--- src/rtl/par2ser_l1.sv ---
// par2ser_l1: byte-to-serial stage behind the 2:1 lane-interleaving mux.
// Each byte is shifted out MSB-first over 8 clk_32f cycles. An idle symbol
// is sent on any byte boundary that has no valid byte. A small FSM tracks
// link activity so later stages can tell real traffic from idle fill.
module par2ser_l1 #(
  parameter logic [7:0] IDLE_SYM  = 8'hBC,
  parameter int         IDLE_HOLD = 2
) (
  input  logic       clk_32f,
  input  logic       reset,
  input  logic [7:0] data_in,
  input  logic       valid_in,
  output logic       data_out,
  output logic       byte_strobe,
  output logic       active_out
);

  typedef enum logic [1:0] {
    IDLE   = 2'd0,
    ACTIVE = 2'd1,
    DRAIN  = 2'd2
  } state_t;

  localparam logic [3:0] HOLD_C = 4'(IDLE_HOLD);

  logic [2:0] cnt_r;
  logic [7:0] shreg_r;
  logic [3:0] idle_cnt_r;
  logic [3:0] idle_cnt_nxt_s;
  logic [3:0] idle_inc_s;
  state_t     state_r;
  state_t     state_nxt_s;
  logic       active_nxt_s;
  logic       boundary_s;
  logic [7:0] sample_s;

  // Byte boundary detect and selection of the byte to launch (data or idle).
  always_comb begin
    boundary_s = (cnt_r == 3'd0);
    if (valid_in) begin
      sample_s = data_in;
    end else begin
      sample_s = IDLE_SYM;
    end
  end

  // Bit counter and shift register: load at the boundary, shift otherwise.
  always_ff @(posedge clk_32f) begin
    if (reset) begin
      cnt_r       <= 3'd0;
      shreg_r     <= 8'h00;
      data_out    <= 1'b0;
      byte_strobe <= 1'b0;
    end else begin
      cnt_r <= cnt_r + 3'd1;
      if (boundary_s) begin
        data_out    <= sample_s[7];
        shreg_r     <= {sample_s[6:0], 1'b0};
        byte_strobe <= 1'b1;
      end else begin
        data_out    <= shreg_r[7];
        shreg_r     <= {shreg_r[6:0], 1'b0};
        byte_strobe <= 1'b0;
      end
    end
  end

  // Activity FSM next-state logic; only byte boundaries move it.
  always_comb begin
    state_nxt_s    = state_r;
    idle_cnt_nxt_s = idle_cnt_r;
    active_nxt_s   = active_out;
    if (idle_cnt_r == 4'd15) begin
      idle_inc_s = 4'd15;
    end else begin
      idle_inc_s = idle_cnt_r + 4'd1;
    end
    if (boundary_s) begin
      case (state_r)
        IDLE: begin
          if (valid_in) begin
            state_nxt_s  = ACTIVE;
            active_nxt_s = 1'b1;
          end else begin
            active_nxt_s = 1'b0;
          end
        end
        ACTIVE: begin
          if (valid_in) begin
            idle_cnt_nxt_s = 4'd0;
          end else begin
            idle_cnt_nxt_s = 4'd1;
            if (HOLD_C == 4'd1) begin
              state_nxt_s  = IDLE;
              active_nxt_s = 1'b0;
            end else begin
              state_nxt_s = DRAIN;
            end
          end
        end
        DRAIN: begin
          if (valid_in) begin
            state_nxt_s    = ACTIVE;
            idle_cnt_nxt_s = 4'd0;
          end else if (idle_inc_s == HOLD_C) begin
            state_nxt_s    = IDLE;
            active_nxt_s   = 1'b0;
            idle_cnt_nxt_s = 4'd0;
          end else begin
            idle_cnt_nxt_s = idle_inc_s;
          end
        end
        default: begin
          state_nxt_s    = IDLE;
          active_nxt_s   = 1'b0;
          idle_cnt_nxt_s = 4'd0;
        end
      endcase
    end else begin
      state_nxt_s = state_r;
    end
  end

  // Activity FSM registers, including the registered active flag.
  always_ff @(posedge clk_32f) begin
    if (reset) begin
      state_r    <= IDLE;
      idle_cnt_r <= 4'd0;
      active_out <= 1'b0;
    end else begin
      state_r    <= state_nxt_s;
      idle_cnt_r <= idle_cnt_nxt_s;
      active_out <= active_nxt_s;
    end
  end

endmodule
--- config.mk ---
export PLATFORM = sky130hd
export DESIGN_NAME = par2ser_l1
export DESIGN_NICKNAME = d
export VERILOG_FILES = /design/src/rtl/par2ser_l1.sv
export SDC_FILE = /design/constraint.sdc
export NUM_CORES = 1
export LEC_CHECK = 0
export ABC_AREA = 1
export CORE_AREA = 2 2 45 47
export DETAILED_ROUTE_END_ITERATION = 8
export DIE_AREA = 0 0 47 49
export GPL_TIMING_DRIVEN = 1
export PLACE_DENSITY_LB_ADDON = 0.05
export SKIP_CTS_REPAIR_TIMING = 1
export SYNTH_ARGS = -nofsm -noshare
export SYNTH_HDL_FRONTEND = slang
export SYNTH_SLANG_ARGS = --single-unit
--- constraint.sdc ---
create_clock -name clk_32f -period 2.7 [get_ports clk_32f]
set_input_delay 0.27 -clock clk_32f [delete_from_list [all_inputs] [get_ports clk_32f]]
set_output_delay 0.27 -clock clk_32f [all_outputs]
set_load 0.02 [all_outputs]
# Word level (Yosys, flattened, before mapping)

Index checks and enable logic that the tools add are counted.

Memories kept: 0
Bits in read-only memories: 0
Register bits after elaboration: 20
RAM bits: 0
Word-level logic and storage cells: 43
Bits in latches: 0

Multiplexer cells: 18
Div/mod/pow operators: 0
Bitwise logic cells: 2
Shift-type cells: 0
$add $sub $neg: 2
$lt $le $gt $ge: 0
Eq/ne operators: 9
Reduce and logical (&&, ||, !) cells: 5
Multiply operators: 0

Operators by type and width:

| cell                                          | count |
|---|---|
| 2-to-1 mux 8 bit                              | 2 |
| 2-to-1 mux 4 bit                              | 3 |
| case mux 4 bit (3 select lines)               | 1 |
| 2-to-1 mux 2 bit                              | 4 |
| != test 2 bit, second input constant          | 4 |
| AND reduction 4 bit                           | 2 |
| 2-to-1 mux 1 bit                              | 6 |
| case mux 2 bit (3 select lines)               | 1 |
| adder 4 x 1 -> 4 bit, second input constant   | 1 |
| == test 4 x 2 -> 1 bit, second input constant | 1 |
| == test 4 bit, second input constant          | 1 |
| adder 3 x 1 -> 3 bit, second input constant   | 1 |
| zero test 3 bit                               | 1 |
| != test 3 bit, second input constant          | 1 |
| case mux 1 bit (3 select lines)               | 1 |
| == test 2 x 1 -> 1 bit, second input constant | 1 |
| == test 2 bit, second input constant          | 1 |
| zero test 2 bit                               | 1 |
| NOT 1 bit                                     | 2 |
| AND reduction 2 bit                           | 1 |

# Depth between registers and ports, before layout

Depth after elaboration: 6
Depth in mapped cells: 10
Mapped depth without buffers: 10

# Worst setup path before layout

Ideal clock, no wire load.

Kind: reg2reg
From: register idle_cnt_r[0]
To: register state_r[0]
Cell stages (with the launch flop): 10
Required time: 2.585 ns
Path buffers: 0
Setup slack: 1.385 ns
Data arrival time: 1.200 ns
Period minus slack after synthesis: 1.315 ns
Path through: dfxtp_1 -> ha_1 -> nand3_1 -> nand3_1 -> nor2_1 -> nand2_2 -> nand3_1 -> nand3_1 -> nand2_1 -> nor2_1

Cells in the longest elaborated chain, start to end: 5
Elaborated cells between the ends (all ways): 6

Ends and longest elaborated chain:

| element                                               | RTL line | text |
|---|---|---|
| from (decl)                                           | 28       | `logic [3:0] idle_cnt_r;` |
| from (signal assigned)                                | 132      | `idle_cnt_r <= idle_cnt_nxt_s;` |
| adder 4 x 1 -> 4 bit or == test 4 bit (tied branches) | 76, 73   |  |
| 2-to-1 mux 4 bit (*)                                  | 73       | `if (idle_cnt_r == 4'd15) begin` |
| == test 4 x 2 -> 1 bit (*)                            | 105      | `end else if (idle_inc_s == HOLD_C) begin` |
| != test 3 bit (no line) (*)                           | -        |  |
| AND reduction 4 bit (no line) (*)                     | -        |  |
| to (signal assigned)                                  | 131      | `state_r <= state_nxt_s;` |
| to (decl)                                             | 31       | `state_t state_r;` |

Every way passes the cells marked *; elsewhere a longest branch is shown, timed or not.
A chain may end at the register's enable or synchronous reset.

# Worst setup path after layout

From: register active_out
To: output active_out

RTL lines:

| element                | RTL line | text |
|---|---|---|
| from (decl)            | 15       | `output logic active_out` |
| from (signal assigned) | 133      | `active_out <= active_nxt_s;` |

No word-level cell between the ends.

==> impl_metrics.json <==
{
  "min_from": "cnt_r[0]",
  "max_freq_mhz": 651,
  "wire_per_inst_um": 11.5,
  "swShare": 0.346,
  "antenna_found_initial": 0,
  "hold_viol_final": 0,
  "p_int_uw": 475,
  "p_total_uw": 726,
  "drc": 0,
  "cp-startpoint": "active_out",
  "hpwl_um": 1340,
  "slowest_delay_ns": 0.61,
  "setup.worst_path.class": "flip-flop to output pin",
  "initial_utilization": 0.524,
  "port_buffers": 13,
  "syn_avg_cell_area_um2": 8.54,
  "vdd_drop_max_mv": 0.413,
  "h-tree-depth": 1,
  "p_sw_uw": 251,
  "cts_root_buffer": "clkbuf_4",
  "drive_above_1_share": 0.132,
  "setup_slack_ns": 1.16,
  "syn_to_final_growth_pct": 19.5,
  "r2r-start": "idle_cnt_r[0]",
  "path_cells": "clkdlybuf4s50_1",
  "ys_ff_latch": 19,
  "whs_ns": 0.446,
  "postRouteAntennaNets": 0,
  "via_per_inst": 5.07,
  "cp-end-kind": "output pin",
  "fin_tns_setup_ns": 0,
  "cts_inserted_buffers": 3,
  "cp.arrival_ns": 1.27,
  "cts.sinks": 19,
  "drv_slew": 0,
  "cp-start-kind": "flip-flop",
  "p_seq_frac": 0.460,
  "gp_congestion": 0.807,
  "grt_max_degree": 13,
  "grt_pass1_wl_um": 3120,
  "cp_data_required_time_ns": 2.43,
  "maxCapViolCount": 0,
  "core_um2": 1840,
  "row_count": 16,
  "cts_tree": "yes",
  "io-pin-count": 14,
  "cellPowerDensity_nw_per_um2": 630,
  "crit_slowest_cell": "clkdlybuf4s50_1",
  "min_period_over_period": 0.569,
  "nets": 150,
  "num_antenna_cells": 0,
  "clkPwrFrac": 0.199,
  "dr.pass1.iters": 5,
  "yosysSeqAreaShare": 0.394,
  "worstMarginPinSlew_ns": 0.410,
  "min_path_type": "flip-flop to flip-flop",
  "p_comb_frac": 0.340,
  "fin_skew_ns": 0.00685,
  "ys_types": 24,
  "synth_cells": 113,
  "leakage_nw": 0.523,
  "overflow": 0,
  "yosysWarnings": 0,
  "slew_headroom": 0.726,
  "synth_fp_nets": 133,
  "grt_pass1_vias": 750,
  "netlist_area_um2": 965,
  "cp_max_fo": 2,
  "critPathBufInv": 1,
  "vias": 791,
  "dp_slack_ns": 1.06,
  "first_iter_violations": 11,
  "clkTransAtPathRegs_ns": 0.11,
  "clock_latency_ns": 0.30,
  "cts.path.max_buffers": 2,
  "crit_family": "buffers and inverters",
  "wl_um": 1790,
  "die-height_um": 49,
  "setup_viol": 0,
  "layout_min_cycle_time_ns": 1.54,
  "die_width_um": 47,
  "grt_usage": 0.187,
  "outcome": "finished, final reports clean",
  "dieArea_um2": 2300,
  "rsz0062_at_grt": "no"
}
-- cells in the final DEF, fill, tap and decap left out --
cell,n
o221a_2,5
a22oi_4,1
nor3b_4,1
clkbuf_4,3
inv_1,20
nand4_1,1
xnor2_1,1
nand2_2,2
clkinv_2,1
nor2_1,10
clkdlybuf4s50_1,13
a22oi_1,2
dfxtp_1,19
ha_1,9
nor3b_1,1
o21bai_1,1
nand2_4,1
a31oi_1,1
o21ai_1,1
nand3_2,1
nand2_1,20
a21oi_1,5
a21oi_2,1
nor2_8,1
nand3_1,7
nor3_1,1
-- power by group through the flow --
stage	combinational [mW]	clock, mW	sequential [mW]
2_1_floorplan	0.171	0	0.347
3_3_place_gp	0.240	0	0.340
3_5_place_dp	0.245	0	0.341
4_1_cts	0.247	0.149	0.335
5_1_grt	0.276	0.161	0.339
6_report	0.247	0.145	0.334
-- routing by layer --
| layer | global-route usage | share of wire |
|---|---|---|
| met5 | 0 | 0 |
| met1 | 0.232 | 0.45 |
| met3 | 0.0407 | 0.025 |
| met4 | 0.120 | 0.015 |
| met2 | 0.279 | 0.51 |
-- area by class of cell --
class | instances | area [um2]
fillers | 171 | 689
multi-input cells | 73 | 505
clock buffers | 3 | 22.5
inverters | 20 | 75.1
repair buffers | 13 | 130
clock inverters | 1 | 5.00
well taps | 27 | 33.8
flip-flops and latches | 19 | 380
-- state kept, by name, indices dropped and copies added (netlist names) --
name,flops
active_out,1
byte_strobe,1
cnt_r,3
data_out,1
idle_cnt_r,4
shreg_r,7
state_r,2
-- metrics by stage --
step	cells	util	area, um2
after floorplan	113	-	965
after global placement	152	0.611	1120
after detailed placement	152	0.611	1120
after CTS	156	0.626	1150
after global routing	156	0.626	1150
final	156	0.626	1150
-- cell usage after synthesis --
cell / count / share of area
inv_1: 20 / 0.078
nand2_1: 20 / 0.078
dfxtp_1: 19 / 0.39
nor2_1: 10 / 0.039
ha_1: 9 / 0.12
nand3_1: 7 / 0.036
a21oi_1: 5 / 0.026
o221a_2: 5 / 0.058
a22oi_1: 2 / 0.016
nand2_2: 2 / 0.013
a21oi_2: 1 / 0.0091
a22oi_4: 1 / 0.022
a31oi_1: 1 / 0.0065
clkbuf_1: 1 / 0.0039
nand2_4: 1 / 0.012
nand3_2: 1 / 0.010
nand4_1: 1 / 0.0065
nor2_8: 1 / 0.021
nor3_1: 1 / 0.0052
nor3b_1: 1 / 0.0078
nor3b_4: 1 / 0.019
o21ai_1: 1 / 0.0052
o21bai_1: 1 / 0.0078
xnor2_1: 1 / 0.0091
-- cells by family (layout without fill, tap and decap cells) --
logic type,Yosys count,after routing,synth area share
and+or+nand+nor,46,46,0.248
adders and majority gates,9,9,0.117
AOI/OAI and AO/OA,17,17,0.150
DFF,19,19,0.394
xor gates and xnor gates,1,1,0.00908
buffers and inverters,21,37,0.0817
-- worst paths after layout --
| path | end | slack [ns] | depth (start not counted) |
|---|---|---|---|
| max | active_out | 1.16 | 1 |
| min | cnt_r[0] | 0.45 | 1 |
| max reg2reg | state_r[1] | 1.17 | 10 |
| min reg2reg | cnt_r[0] | 0.45 | 1 |
Power figures use the tool's default switching activity.
